File: src/rtl/seq_shr_pkg.sv
// Shared constants and FSM state encoding for the serial right shifter.
package seq_shr_pkg;

   typedef enum logic [1:0] {
      IDLE  = 2'd0,
      SHIFT = 2'd1,
      DONE  = 2'd2
   } state_t;

   localparam int unsigned DEFAULT_DATAWIDTH = 8;

   // Counter width able to hold the clamped shift amount 0..w.
   function automatic int unsigned cnt_width(input int unsigned w);
      return (w < 2) ? 1 : $clog2(w + 1);
   endfunction

endpackage

File: src/rtl/seq_shr_if.sv
// Request/result bundle for seq_shr; arith exists only when SHR_ARITH_EN is defined.
interface seq_shr_if #(
   parameter int unsigned DATAWIDTH = 8
) ();
   logic                 start;
   logic [DATAWIDTH-1:0] a;
   logic [DATAWIDTH-1:0] sh_amt;
`ifdef SHR_ARITH_EN
   logic                 arith;
`endif
   logic                 busy;
   logic                 done;
   logic [DATAWIDTH-1:0] d;

   modport master (
`ifdef SHR_ARITH_EN
      output arith,
`endif
      output start, a, sh_amt,
      input  busy, done, d
   );

   modport slave (
`ifdef SHR_ARITH_EN
      input  arith,
`endif
      input  start, a, sh_amt,
      output busy, done, d
   );
endinterface

File: src/rtl/seq_shr.sv
// Bit-serial right shifter: one bit per cycle, amount clamped to DATAWIDTH.
// Optional arithmetic mode enabled by defining SHR_ARITH_EN.
module seq_shr
   import seq_shr_pkg::*;
#(
   parameter int unsigned DATAWIDTH = DEFAULT_DATAWIDTH
) (
   input logic     Clk,
   input logic     Rst,
   seq_shr_if.slave bus
);

   localparam int unsigned CW = cnt_width(DATAWIDTH);
   localparam logic [DATAWIDTH-1:0] DW_V  = DATAWIDTH'(DATAWIDTH);
   localparam logic [CW-1:0]        DW_C  = CW'(DATAWIDTH);

   state_t               state_q, state_d;
   logic [DATAWIDTH-1:0] work_q;
   logic [CW-1:0]        count_q;
   logic [DATAWIDTH-1:0] d_q;
   logic                 busy_c, done_c;
   logic                 fill;

`ifdef SHR_ARITH_EN
   logic arith_q;

   // Work MSB never changes in arithmetic mode, so it still holds the operand sign.
   assign fill = arith_q & work_q[DATAWIDTH-1];

   always_ff @(posedge Clk or negedge Rst) begin
      if (!Rst)
         arith_q <= 1'b0;
      else if (state_q == IDLE && bus.start)
         arith_q <= bus.arith;
   end
`else
   assign fill = 1'b0;
`endif

   always_ff @(posedge Clk or negedge Rst) begin
      if (!Rst)
         state_q <= IDLE;
      else
         state_q <= state_d;
   end

   always_comb begin
      state_d = state_q;
      busy_c  = 1'b0;
      done_c  = 1'b0;
      case (state_q)
         IDLE: begin
            if (bus.start)
               state_d = SHIFT;
         end
         SHIFT: begin
            busy_c = 1'b1;
            if (count_q == '0)
               state_d = DONE;
         end
         DONE: begin
            done_c  = 1'b1;
            state_d = IDLE;
         end
         default: state_d = IDLE;
      endcase
   end

   always_ff @(posedge Clk or negedge Rst) begin
      if (!Rst) begin
         work_q  <= '0;
         count_q <= '0;
         d_q     <= '0;
      end else begin
         case (state_q)
            IDLE: begin
               if (bus.start) begin
                  work_q  <= bus.a;
                  count_q <= (bus.sh_amt >= DW_V) ? DW_C : CW'(bus.sh_amt);
               end
            end
            SHIFT: begin
               if (count_q != '0) begin
                  work_q  <= {fill, work_q[DATAWIDTH-1:1]};
                  count_q <= count_q - CW'(1);
               end else begin
                  d_q <= work_q;
               end
            end
            default: ;
         endcase
      end
   end

   assign bus.busy = busy_c;
   assign bus.done = done_c;
   assign bus.d    = d_q;

endmodule

File: src/flat_wrapper.sv
// flat-port wrapper written by rule: the top's interface ports become plain ports
module seq_shr_flat import seq_shr_pkg::*;
#(
   parameter int unsigned DATAWIDTH = DEFAULT_DATAWIDTH
)
  (Clk, Rst, bus_start, bus_a, bus_sh_amt, bus_busy, bus_done, bus_d);
  seq_shr_if #(.DATAWIDTH(DATAWIDTH)) bus_i ();
  input logic Clk;
  input logic Rst;
  input wire logic [$bits(bus_i.start)-1:0] bus_start;
  input wire logic [$bits(bus_i.a)-1:0] bus_a;
  input wire logic [$bits(bus_i.sh_amt)-1:0] bus_sh_amt;
  output wire logic [$bits(bus_i.busy)-1:0] bus_busy;
  output wire logic [$bits(bus_i.done)-1:0] bus_done;
  output wire logic [$bits(bus_i.d)-1:0] bus_d;
  assign bus_i.start = bus_start;
  assign bus_i.a = bus_a;
  assign bus_i.sh_amt = bus_sh_amt;
  assign bus_busy = bus_i.busy;
  assign bus_done = bus_i.done;
  assign bus_d = bus_i.d;
  seq_shr #(.DATAWIDTH(DATAWIDTH)) u_core (.Clk(Clk), .Rst(Rst), .bus(bus_i));
endmodule
File: config.mk
export PLATFORM = sky130hd
export DESIGN_NAME = seq_shr_flat
export DESIGN_NICKNAME = d
export VERILOG_FILES = /design/src/rtl/seq_shr_pkg.sv /design/src/rtl/seq_shr_if.sv /design/src/rtl/seq_shr.sv /design/src/flat_wrapper.sv
export SDC_FILE = /design/constraint.sdc
export NUM_CORES = 1
export LEC_CHECK = 0
export BUFFER_PORTS_ARGS = -buffer_cell sky130_fd_sc_hd__buf_2
export CORE_ASPECT_RATIO = 1.2
export CORE_MARGIN = 2
export CORE_UTILIZATION = 50
export DETAILED_ROUTE_END_ITERATION = 10
export GPL_ROUTABILITY_DRIVEN = 0
export PLACE_DENSITY = 0.77
export SKIP_CTS_REPAIR_TIMING = 1
export SKIP_LAST_GASP = 1
export SYNTH_ARGS = -nofsm -noshare
export SYNTH_HDL_FRONTEND = slang
export SYNTH_SLANG_ARGS = --single-unit
File: constraint.sdc
create_clock -name Clk -period 4.5 [get_ports Clk]
set_clock_uncertainty 0.05 [all_clocks]
set_input_delay 0.45 -clock Clk [delete_from_list [all_inputs] [get_ports Clk]]
set_output_delay 0.45 -clock Clk [all_outputs]
set_load 0.02 [all_outputs]
==> results_dict.tcl <==
set metrics [dict create \
    synth_area_leaders "dfrtp_1 (53%), mux2_2 (7.6%), nand2_1 (5.8%)" \
    io_pins 29 \
    antenna_cells 0 \
    synth_ff_type "dfrtp_1" \
    syn_inst 96 \
    synth_top_family_by_area "simple AND/OR/NAND/NOR gates" \
    clkLatencyLatePin_ns 0.31 \
    cpPeakStageDelay_ns 0.81 \
    grt_pass1_wl_um 2950 \
    ys_async_sr_fraction 1.00 \
    hold_class "input pin to async pin" \
    cts-root-buf "clkbuf_4" \
    p_per_area_nw_per_um2 747 \
    p_leak_nw 0.599 \
    nets 146 \
    dpl.hpwl_um 1350 \
    cts_tree "yes" \
    rsz0062_at_grt "false" \
    fillers 171 \
    max_slew_margin 0.399 \
    path_clk_slew_ns 0.12 \
    grt_remaining_overflow 0 \
    synthesis.nets 117 \
    r2r_setup_slack_ns 2.39 \
    cp.arrival_ns 2.27 \
    utilization 0.602 \
    synthTopCellsByCount "dfrtp_1 (22), nand2_1 (16), nor2_1 (12), a31oi_1 (7), mux2_2 (7)" \
    clk_path_buf_depth 2 \
    wl_um 1840 \
    status "completed" \
    die_h_um 54.0 \
    fmax_mhz 474 \
    drv_cap 0 \
    slowest_stage "a311oi_4" \
    dp_cells 140 \
    synthMuxAreaShare 0.0757 \
    synth-edff-count 0 \
    worst_slew_pin_slew_ns 0.902 \
    finalHoldViolCount 0 \
    yosysMostFrequentCell "dfrtp_1" \
    synth-compound-area-share 0.144 \
    antenna_found_initial 0 \
    drtPass1Iterations 4 \
    fin_cells 144 \
    dieArea_um2 2460 \
    io_buffer_count 28 \
    synth-xor-area-share 0 \
    post-route-drc-count 0 \
    area_growth_pct 16.0 \
    initial_core_util 0.519 \
    crit_path_start_kind "register" \
    wl_per_cell_um 12.8 \
    min_period_ns 2.11 \
    fp.dieW_um 45.7 \
    avgSynthCellArea_um2 10.8 \
    routed_via_density 5.58 \
    synth_warnings 0 \
    h-tree-depth 1 \
    coreArea_um2 2000 \
    grt_max_degree 25 \
    track_usage 0.175 \
    fin_area_um2 1210 \
    hold_ws_ns 0.0303 \
    yosysTopAreaCell "dfrtp_1" \
    yosys.cell_types.count 25 \
    vias 803 \
    dpl_cell_area_um2 1170 \
    slew_violations 0 \
    r2r-start "u_core.count_q[0]$_DFFE_PN0P_" \
    ir_drop_mv 0.463 \
    drive_gt1_frac 0.355 \
    synthSimpleGateAreaFrac 0.167 \
    synth_adder_area_share 0.0240 \
    drtAntennaViolNets 0 \
    netlist_area_um2 1040 \
    finalSetupViolations 0 \
    required_ns 4.66 \
    synthDominantCellAreaShare 0.529 \
    critical_path_class "register to register" \
    cts_sinks 22 \
    synth_seq_cells 22 \
    drt_iter0_markers 24 \
    cp_max_fo 24 \
    end_kind "register" \
    timing.rr.end "u_core.count_q[2]$_DFFE_PN0P_" \
    row_count 18 \
    tns_ns 0 \
    worstRegToRegCells 5 \
    period_share 0.469 \
    crit_chain "inv_1 -> ha_1 -> a311oi_4 -> o21ai_0 -> a22o_1" \
    ys_seq_area_frac 0.529 \
    grt_pass1_vias 655 \
    cts_made_buffers 3 \
]
==> state kept, by name, summed over array words and instances, names as in the netlist <==
name / cells
u_core.state_q: 2
u_core.work_q: 8
u_core.count_q: 4
u_core.bus.d: 8
==> worst max-delay path, delay by kind of cell (launching register included) <==
kind | cells | cell delay (ns)
compound gates | 3 | 1.24
fa+ha+maj | 1 | 0.27
buf+inv | 1 | 0.08
flops | 1 | 0.38
==> power by group <==
group	internal, mW	switching, mW
logic	0.178	0.263
registers	0.293	0.0613
clock network	0.0494	0.0578
==> stage by stage <==
step,power (mW),worst slack [ns]
floorplan,0.722,3.00
global placement,0.784,2.49
detailed placement,0.802,2.41
CTS,0.908,2.40
global route,0.985,2.16
finish,0.902,2.39
==> layout make-up <==
type,instances,area (um2),share of cell area
well taps,20,25.0,0.0207
clock buffers,4,36.3,0.0301
repair buffers,28,140,0.116
inverters,6,27.5,0.0228
flip-flops and latches,22,551,0.456
multi-input cells,64,428,0.354
==> cells in the final DEF (no fill, tap or decap) <==
master / instances
a311oi_4: 1
or3_1: 1
nor3_1: 1
nand2b_1: 2
nor2b_1: 1
clkbuf_4: 3
nor4_4: 1
a21oi_1: 5
clkbuf_8: 1
ha_1: 2
nand3_4: 1
a22o_1: 1
a31o_1: 1
nand2_1: 16
a32o_2: 1
dfrtp_1: 22
a31oi_1: 7
inv_1: 5
o21ai_0: 2
mux2_2: 7
inv_6: 1
a22oi_1: 1
buf_2: 28
nor2_1: 12
o32ai_1: 1
==> per-layer routing <==
layer  vias to the layer above  wire (um)  global-route usage
met5                         -          0                   0
met4                         0         65               0.132
met3                         7         85              0.0403
met2                        28        869               0.263
met1                       378        816               0.213
li1                        390          -                   -
==> worst max path at each step <==
stage | start | end | slack, ns | depth (start not counted)
final | u_core.count_q[0]$_DFFE_PN0P_ | u_core.count_q[2]$_DFFE_PN0P_ | 2.39 | 5
after global routing | u_core.count_q[0]$_DFFE_PN0P_ | u_core.count_q[2]$_DFFE_PN0P_ | 2.16 | 5
after CTS | u_core.count_q[0]$_DFFE_PN0P_ | u_core.count_q[2]$_DFFE_PN0P_ | 2.40 | 5
after detailed placement | u_core.count_q[0]$_DFFE_PN0P_ | u_core.count_q[2]$_DFFE_PN0P_ | 2.41 | 5
after global placement | u_core.count_q[0]$_DFFE_PN0P_ | u_core.count_q[2]$_DFFE_PN0P_ | 2.49 | 5
after floorplan | u_core.count_q[0]$_DFFE_PN0P_ | u_core.count_q[2]$_DFFE_PN0P_ | 3.00 | 5
==> cells by family (layout without fill, tap and decap cells) <==
| group | Yosys count | after routing |
|---|---|---|
| buf+inv | 10 | 38 |
| simple gates | 35 | 35 |
| fa+ha+maj | 2 | 2 |
| compound gates | 20 | 20 |
| mux | 7 | 7 |
| flops | 22 | 22 |
Power figures use the tool's default switching activity.
